[config.mk]
export PLATFORM = sky130hd
export DESIGN_NAME = prince_hs_wrap
export DESIGN_NICKNAME = d
export VERILOG_FILES = /design/src/rtl/prince_hs_wrap.sv
export SDC_FILE = /design/constraint.sdc
export NUM_CORES = 1
export LEC_CHECK = 0
export ABC_AREA = 1
export CAP_MARGIN = 20
export CORE_AREA = 2 2 203 205
export DETAILED_ROUTE_END_ITERATION = 8
export DIE_AREA = 0 0 205 207
export PLACE_DENSITY_LB_ADDON = 0.1
export SLEW_MARGIN = 20
export SYNTH_ARGS = -nofsm -noshare
export SYNTH_HDL_FRONTEND = slang
export SYNTH_SLANG_ARGS = --single-unit
export TNS_END_PERCENT = 1
[constraint.sdc]
create_clock -name clk -period 14.01 [get_ports clk]
set_clock_uncertainty 0.1 [all_clocks]
set_input_delay 3.5025 -clock clk [delete_from_list [all_inputs] [get_ports clk]]
set_output_delay 3.5025 -clock clk [all_outputs]
set_load 0.005 [all_outputs]
[src/rtl/prince_hs_wrap.sv]
// Valid/ready wrapper around the two-cycle PRINCE core: derives the whitening
// keys, drives the core from registers, waits CORE_LAT cycles and post-whitens.
module prince_hs_wrap #(
    parameter int unsigned CORE_LAT = 2,
    parameter logic [63:0] ALPHA    = 64'hC0AC29B7C97C50DD
) (
    input  logic          clk,
    input  logic          reset,
    input  logic          in_valid,
    output logic          in_ready,
    input  logic          in_mode,
    input  logic [63:0]   in_data,
    input  logic [127:0]  in_key,
    output logic          out_valid,
    input  logic          out_ready,
    output logic [63:0]   out_data,
    output logic          busy,
    output logic [63:0]   core_pt,
    output logic [63:0]   core_wk,
    output logic [63:0]   core_key,
    input  logic [63:0]   core_ct
);

    localparam int unsigned CNT_W = $clog2(CORE_LAT + 1);
    localparam logic [CNT_W-1:0] CNT_LAST = CNT_W'(CORE_LAT - 1);

    typedef enum logic [1:0] {
        IDLE,
        RUN,
        DONE
    } state_t;

    state_t           state_reg, state_next;
    logic [CNT_W-1:0] cnt_reg, cnt_next;
    logic [63:0]      pt_reg, wk_reg, key_reg, postw_reg, out_data_reg;
    logic             out_valid_reg;
    logic             accept, capture, release_out;

    logic [63:0] k0, k1, k0p, kc, kin, kout;
    logic [63:0] pt_next, wk_next, postw_next;

    // k0' = ROR1(k0) with the new LSB folded with the old MSB
    assign k0   = in_key[127:64];
    assign k1   = in_key[63:0];
    assign k0p  = {k0[0], k0[63:2], k0[1] ^ k0[63]};
    assign kc   = in_mode ? (k1 ^ ALPHA) : k1;
    assign kin  = in_mode ? k0p : k0;
    assign kout = in_mode ? k0 : k0p;

    assign pt_next    = in_data ^ kin ^ kc;
    assign wk_next    = kc ^ ALPHA;
    assign postw_next = kout ^ wk_next;

    always_comb begin
        state_next  = state_reg;
        cnt_next    = cnt_reg;
        in_ready    = 1'b0;
        accept      = 1'b0;
        capture     = 1'b0;
        release_out = 1'b0;
        unique case (state_reg)
            IDLE: begin
                in_ready = 1'b1;
                if (in_valid) begin
                    accept     = 1'b1;
                    cnt_next   = '0;
                    state_next = RUN;
                end
            end
            RUN: begin
                cnt_next = cnt_reg + CNT_W'(1);
                if (cnt_reg == CNT_LAST) begin
                    capture    = 1'b1;
                    state_next = DONE;
                end
            end
            DONE: begin
                // a simultaneous in_valid waits for the IDLE cycle that follows
                if (out_ready) begin
                    release_out = 1'b1;
                    state_next  = IDLE;
                end
            end
            default: state_next = IDLE;
        endcase
    end

    always_ff @(posedge clk or posedge reset) begin
        if (reset) begin
            state_reg     <= IDLE;
            cnt_reg       <= '0;
            pt_reg        <= '0;
            wk_reg        <= '0;
            key_reg       <= '0;
            postw_reg     <= '0;
            out_data_reg  <= '0;
            out_valid_reg <= 1'b0;
        end else begin
            state_reg <= state_next;
            cnt_reg   <= cnt_next;
            if (accept) begin
                pt_reg    <= pt_next;
                wk_reg    <= wk_next;
                key_reg   <= kc;
                postw_reg <= postw_next;
            end
            if (capture) begin
                out_data_reg  <= core_ct ^ postw_reg;
                out_valid_reg <= 1'b1;
            end else if (release_out) begin
                out_valid_reg <= 1'b0;
            end
        end
    end

    assign core_pt   = pt_reg;
    assign core_wk   = wk_reg;
    assign core_key  = key_reg;
    assign out_data  = out_data_reg;
    assign out_valid = out_valid_reg;
    assign busy      = (state_reg != IDLE);

endmodule

Yosys cells after proc, flatten, opt, wreduce, memory -nomap -nowiden
Cells that the tools add are included.
{"block": "totals", "reg_bits": 325, "word_cells": 46, "out_inout_bits": 259, "inputBits": 261}
{"block": "op_classes", "n_reduce_logical": 6, "n_eq_ne": 6, "muxes": 18, "addsub": 1, "n_bitwise": 7}
{"op": "$xor A64 B64 Y64", "n": 4}
{"op": "$mux W64", "n": 3}
{"op": "$not A32 Y32", "n": 2}
{"op": "$mux W1", "n": 9}
{"op": "$mux W2", "n": 4}
{"op": "$ne A2 B2 Y1 const B", "n": 3}
{"op": "$pmux W2 S3", "n": 1}
{"op": "$reduce_bool A2 Y1", "n": 3}
{"op": "$eq A2 B1 Y1 const B", "n": 2}
{"op": "$pmux W2 S2", "n": 1}
{"op": "$reduce_and A3 Y1", "n": 1}
{"op": "$add A2 B1 Y2 const B", "n": 1}
{"op": "$eq A2 B2 Y1 const B", "n": 1}
{"op": "$logic_not A2 Y1", "n": 1}
{"op": "$reduce_and A2 Y1", "n": 1}
{"op": "$xor A1 B1 Y1", "n": 1}

Longest topological paths before layout
{"block": "depth", "word_depth": 4, "depth_mapped": 10, "ltp_nobuf": 8}

Worst setup path before layout
OpenSTA, ideal clock, no wires.
{"block": "synth_path", "path_type": "input to register", "startpoint": "input in_mode", "endpoint": "register pt_reg[43] (netlist: core_pt[43])", "arrival_ns": 4.318, "setup_time_ns": 0.117, "path_buffers": 3, "stages": 7, "required_time_ns": 13.793, "slack_ns": 9.474, "path_cell_list": "buf_6 -> buf_6 -> buf_4 -> o21ai_0 -> nand3_1 -> nand3_1 -> nand2_1"}
{"block": "synth_between", "elab_chain_cells": 3, "word_cells_on_any_way": 4, "cone_classes": "2 x mux; 2 x bitwise"}
{"item": "start: declaration", "line": "11", "rtl": "input logic in_mode,"}
{"item": "$mux W64", "line": "47", "rtl": "assign kin = in_mode ? k0p : k0;"}
{"item": "$xor A64 B64 Y64", "line": "50", "rtl": "assign pt_next = in_data ^ kin ^ kc;"}
{"item": "$xor A64 B64 Y64 (*)", "line": "50"}
{"item": "end signal: assignment", "line": "102", "rtl": "pt_reg <= pt_next;"}
{"item": "end: declaration", "line": "35", "rtl": "logic [63:0] pt_reg, wk_reg, key_reg, postw_reg, out_data_reg;"}
Mark *: on every way between the ends. The rest lies on a longest branch, timed or not.
A chain may end at the register's enable or synchronous reset.

Final worst setup path
{"block": "layout_path", "startpoint": "input in_valid", "endpoint": "register postw_reg[51]"}
{"block": "layout_between", "elab_chain_cells": 2}
{"item": "start: declaration", "line": "9", "rtl": "input logic in_valid,"}
{"item": "$mux W1", "line": "64", "rtl": "if (in_valid) begin"}
{"item": "$mux W1", "line": "61", "rtl": "unique case (state_reg)"}
{"item": "end signal: assignment", "line": "105", "rtl": "postw_reg <= postw_next;"}
{"item": "end: declaration", "line": "35"}
Every way passes these cells.

==> results.toml <==
[global_route]
grt_pass1_vias = 13700
antenna_found_initial = 13
grt_max_degree = 218
grt_first_pass_wirelength_um = 83600
grt_use_total = 0.261
overflow = 0

[synthesis]
synth_most_common_cell = "nand2_1"
ys_top_cells_by_count = "737 x nand2_1, 293 x dfrtp_1, 211 x o21ai_0, 176 x inv_1, 149 x xnor2_1"
synth_cells = 1995
yosysSeqAreaShare = 0.469
synthSimpleGateAreaFrac = 0.233
ys_ff_latch = 293
synth_enable_flop_cells = 0
ys_warn_count = 0
synthMuxAreaShare = 0.000720
netlist_top_cells_area = "dfrtp_1 47%, nand2_1 18%, xnor2_1 8.3%"
synth_area_per_cell_um2 = 7.84
synth_fa_ha_area_frac = 0.000800
synth-compound-area-share = 0.0957
async_flop_share = 1.00
syn-cell-area_mm2 = 0.0156
synth_xor_area_frac = 0.105
ys.flop_type = "dfrtp_1"
synth_top_area_cell = "dfrtp_1"
synth.top_cell.area_share = 0.469
synth_top_family_by_area = "simple AND/OR/NAND/NOR gates"
ys_types = 30
postSynthNetCount = 2257

[pwr]
vdd_ir_drop_max_mv = 0.102
p_int_w = 0.00275
power_density_mw_per_mm2 = 193
switching_share = 0.349
p_seq_frac = 0.378
p_comb_frac = 0.418
leakage_nw = 10.4
clockPowerShare = 0.204
total_power_w = 0.00422
p_sw_w = 0.00147

[sta]
period_minus_slack_ns = 5.96
totalNegativeSetupSlack_ns = 0
tightest_slew_ns = 0.909
whs_ns = 0.377
max_freq_mhz = 168
rsz0062_at_grt = "no"
period_share = 0.425
hold_viol = 0
setup_viol = 0
maxSlewViolCount = 0
maxSlewHeadroom = 0.394

[routing]
route.met2.wl_um = 23800
maxUsedRoutingLayer = "met5"
antenna_left = 0
viasPerCell = 4.80
wl_um = 55800
first_iter_violations = 1116
wl_per_cell_um = 18.6
met3_length_um = 4200
drc = 0
drt-pass1-iter-count = 6
vias = 14400
wl_met1_um = 26300

[die]
ios = 520
dieHeight_um = 207
design.die.area_mm2 = 0.0424
coreArea_mm2 = 0.0404
fp-row-count = 74
start_util = 0.387
dieWidth_um = 205

[clocking]
clockBufferDepth = 3
post_cts_buffers = 0
path_clk_slew_ns = 0.06
clk_latency_ns = 0.53
cts_tree = "done"
hold_buffers = 0
clock_sinks = 293
cts-buffers-inserted = 36
cts_root_buf = "clkbuf_16"
htreeDepth = 2
post_cts_resized = 0

[worst_setup_path]
critPathLaunchType = "input pin"
cp_num_buf_inv = 3
crit_required_ns = 14.36
cp_max_fo = 103
crit_chain = "clkdlybuf4s50_1 -> nand2_8 -> inv_4 -> buf_4 -> nand2_1 -> o211ai_1"
worstPathArrival_ns = 6.30
slowest_stage = "buf_4"
critPathMaxStageDelay_ns = 0.73
end_kind = "flip-flop"
critPathTopFamily = "buffers and inverters"
path_class = "input pin to flip-flop"

[status]
outcome = "finished clean"

[job]
max_cap_violations = 0

[hold_path]
hold_class = "flip-flop to flip-flop"

[place]
place_congestion = 0.920
port_buffers = 519
hpwl_um = 42100

[final_layout]
fillers = 3826
area_delta_synth_final_pct = 39.8
nets = 2699
drive_gt1_frac = 0.0289
## worst register-to-register path, cell delays in order (launching register included)
cell      delay (ns)
dfrtp_1         0.42
nor2_2          0.26
nand2_8         0.42
inv_4           0.69
buf_4           0.74
nand2_1         0.22
o211ai_1        0.21
## power groups by stage
stage               sequential (W)  clock (W)  combinational (W)
finish                     0.00160   0.000860            0.00176
global route               0.00164   0.000911            0.00195
CTS                        0.00159   0.000882            0.00178
detailed placement         0.00160          0            0.00177
global placement           0.00160          0            0.00174
floorplan                  0.00152          0           0.000811
## logic make-up (layout without fill, tap and decap cells)
family | Yosys count | after routing
other | 0 | 11
XOR/XNOR | 187 | 187
AO/OA/AOI/OAI | 290 | 290
buffers and inverters | 302 | 760
adder cells (fa/ha/maj) | 1 | 1
AND/OR/NAND/NOR | 921 | 921
flip-flops | 293 | 293
multiplexers | 1 | 1
## per-layer routing
| layer | vias up | track usage |
|---|---|---|
| li1 | 7090 | - |
| met1 | 6697 | 0.391 |
| met2 | 517 | 0.372 |
| met3 | 79 | 0.0532 |
| met4 | 4 | 0.0935 |
| met5 | - | 0 |
## area by class of cell
cell class / instances / area (µm²) / area share
antenna: 11 / 27.5 / 0.00126
clock buffer: 51 / 1030 / 0.0471
clock inverter: 3 / 18.8 / 0.000859
inverter: 179 / 682 / 0.0312
multi-input combinational: 1400 / 6820 / 0.312
sequential: 293 / 7330 / 0.336
tap: 532 / 666 / 0.0305
timing repair buffer: 527 / 5270 / 0.241
## final timing paths
path	from	end	slack [ns]	depth (start not counted)
hold / removal	core_pt[23]	core_pt[23]	0.38	2
max in group asynchronous	reset	core_key[22]	8.19	4
hold reg to reg	core_pt[23]	core_pt[23]	0.38	2
min in group asynchronous	reset	out_data[11]	3.39	2
setup / recovery	in_valid	postw_reg[51]	8.05	6
setup reg to reg	state_reg[1]	postw_reg[51]	10.88	6
## layout by cell type (no fill, tap or decap), drive strengths merged
cell type	n
ha	1
diode	11
xnor2	149
and2	3
nand2	743
o21a	8
nor2	59
or2	1
mux2	1
o21ai	272
o31ai	1
clkdlybuf4s50	518
a22o	1
nand3	109
dfrtp	293
o211ai	2
buf	9
nand3b	6
a21oi	5
inv	180
clkbuf	51
xor2	38
o22ai	1
clkinv	2
## per-stage QoR
step	utilization	cells	setup slack (ns)	area, µm²
after floorplan	-	1995	2.32	15600
after global placement	0.515	2931	7.54	20800
after detailed placement	0.515	2931	7.51	20800
after CTS	0.541	2985	8.06	21800
after global routing	0.541	2994	7.78	21800
final	0.541	2996	8.05	21800
Note: power is estimated with default switching activity, not from simulation.
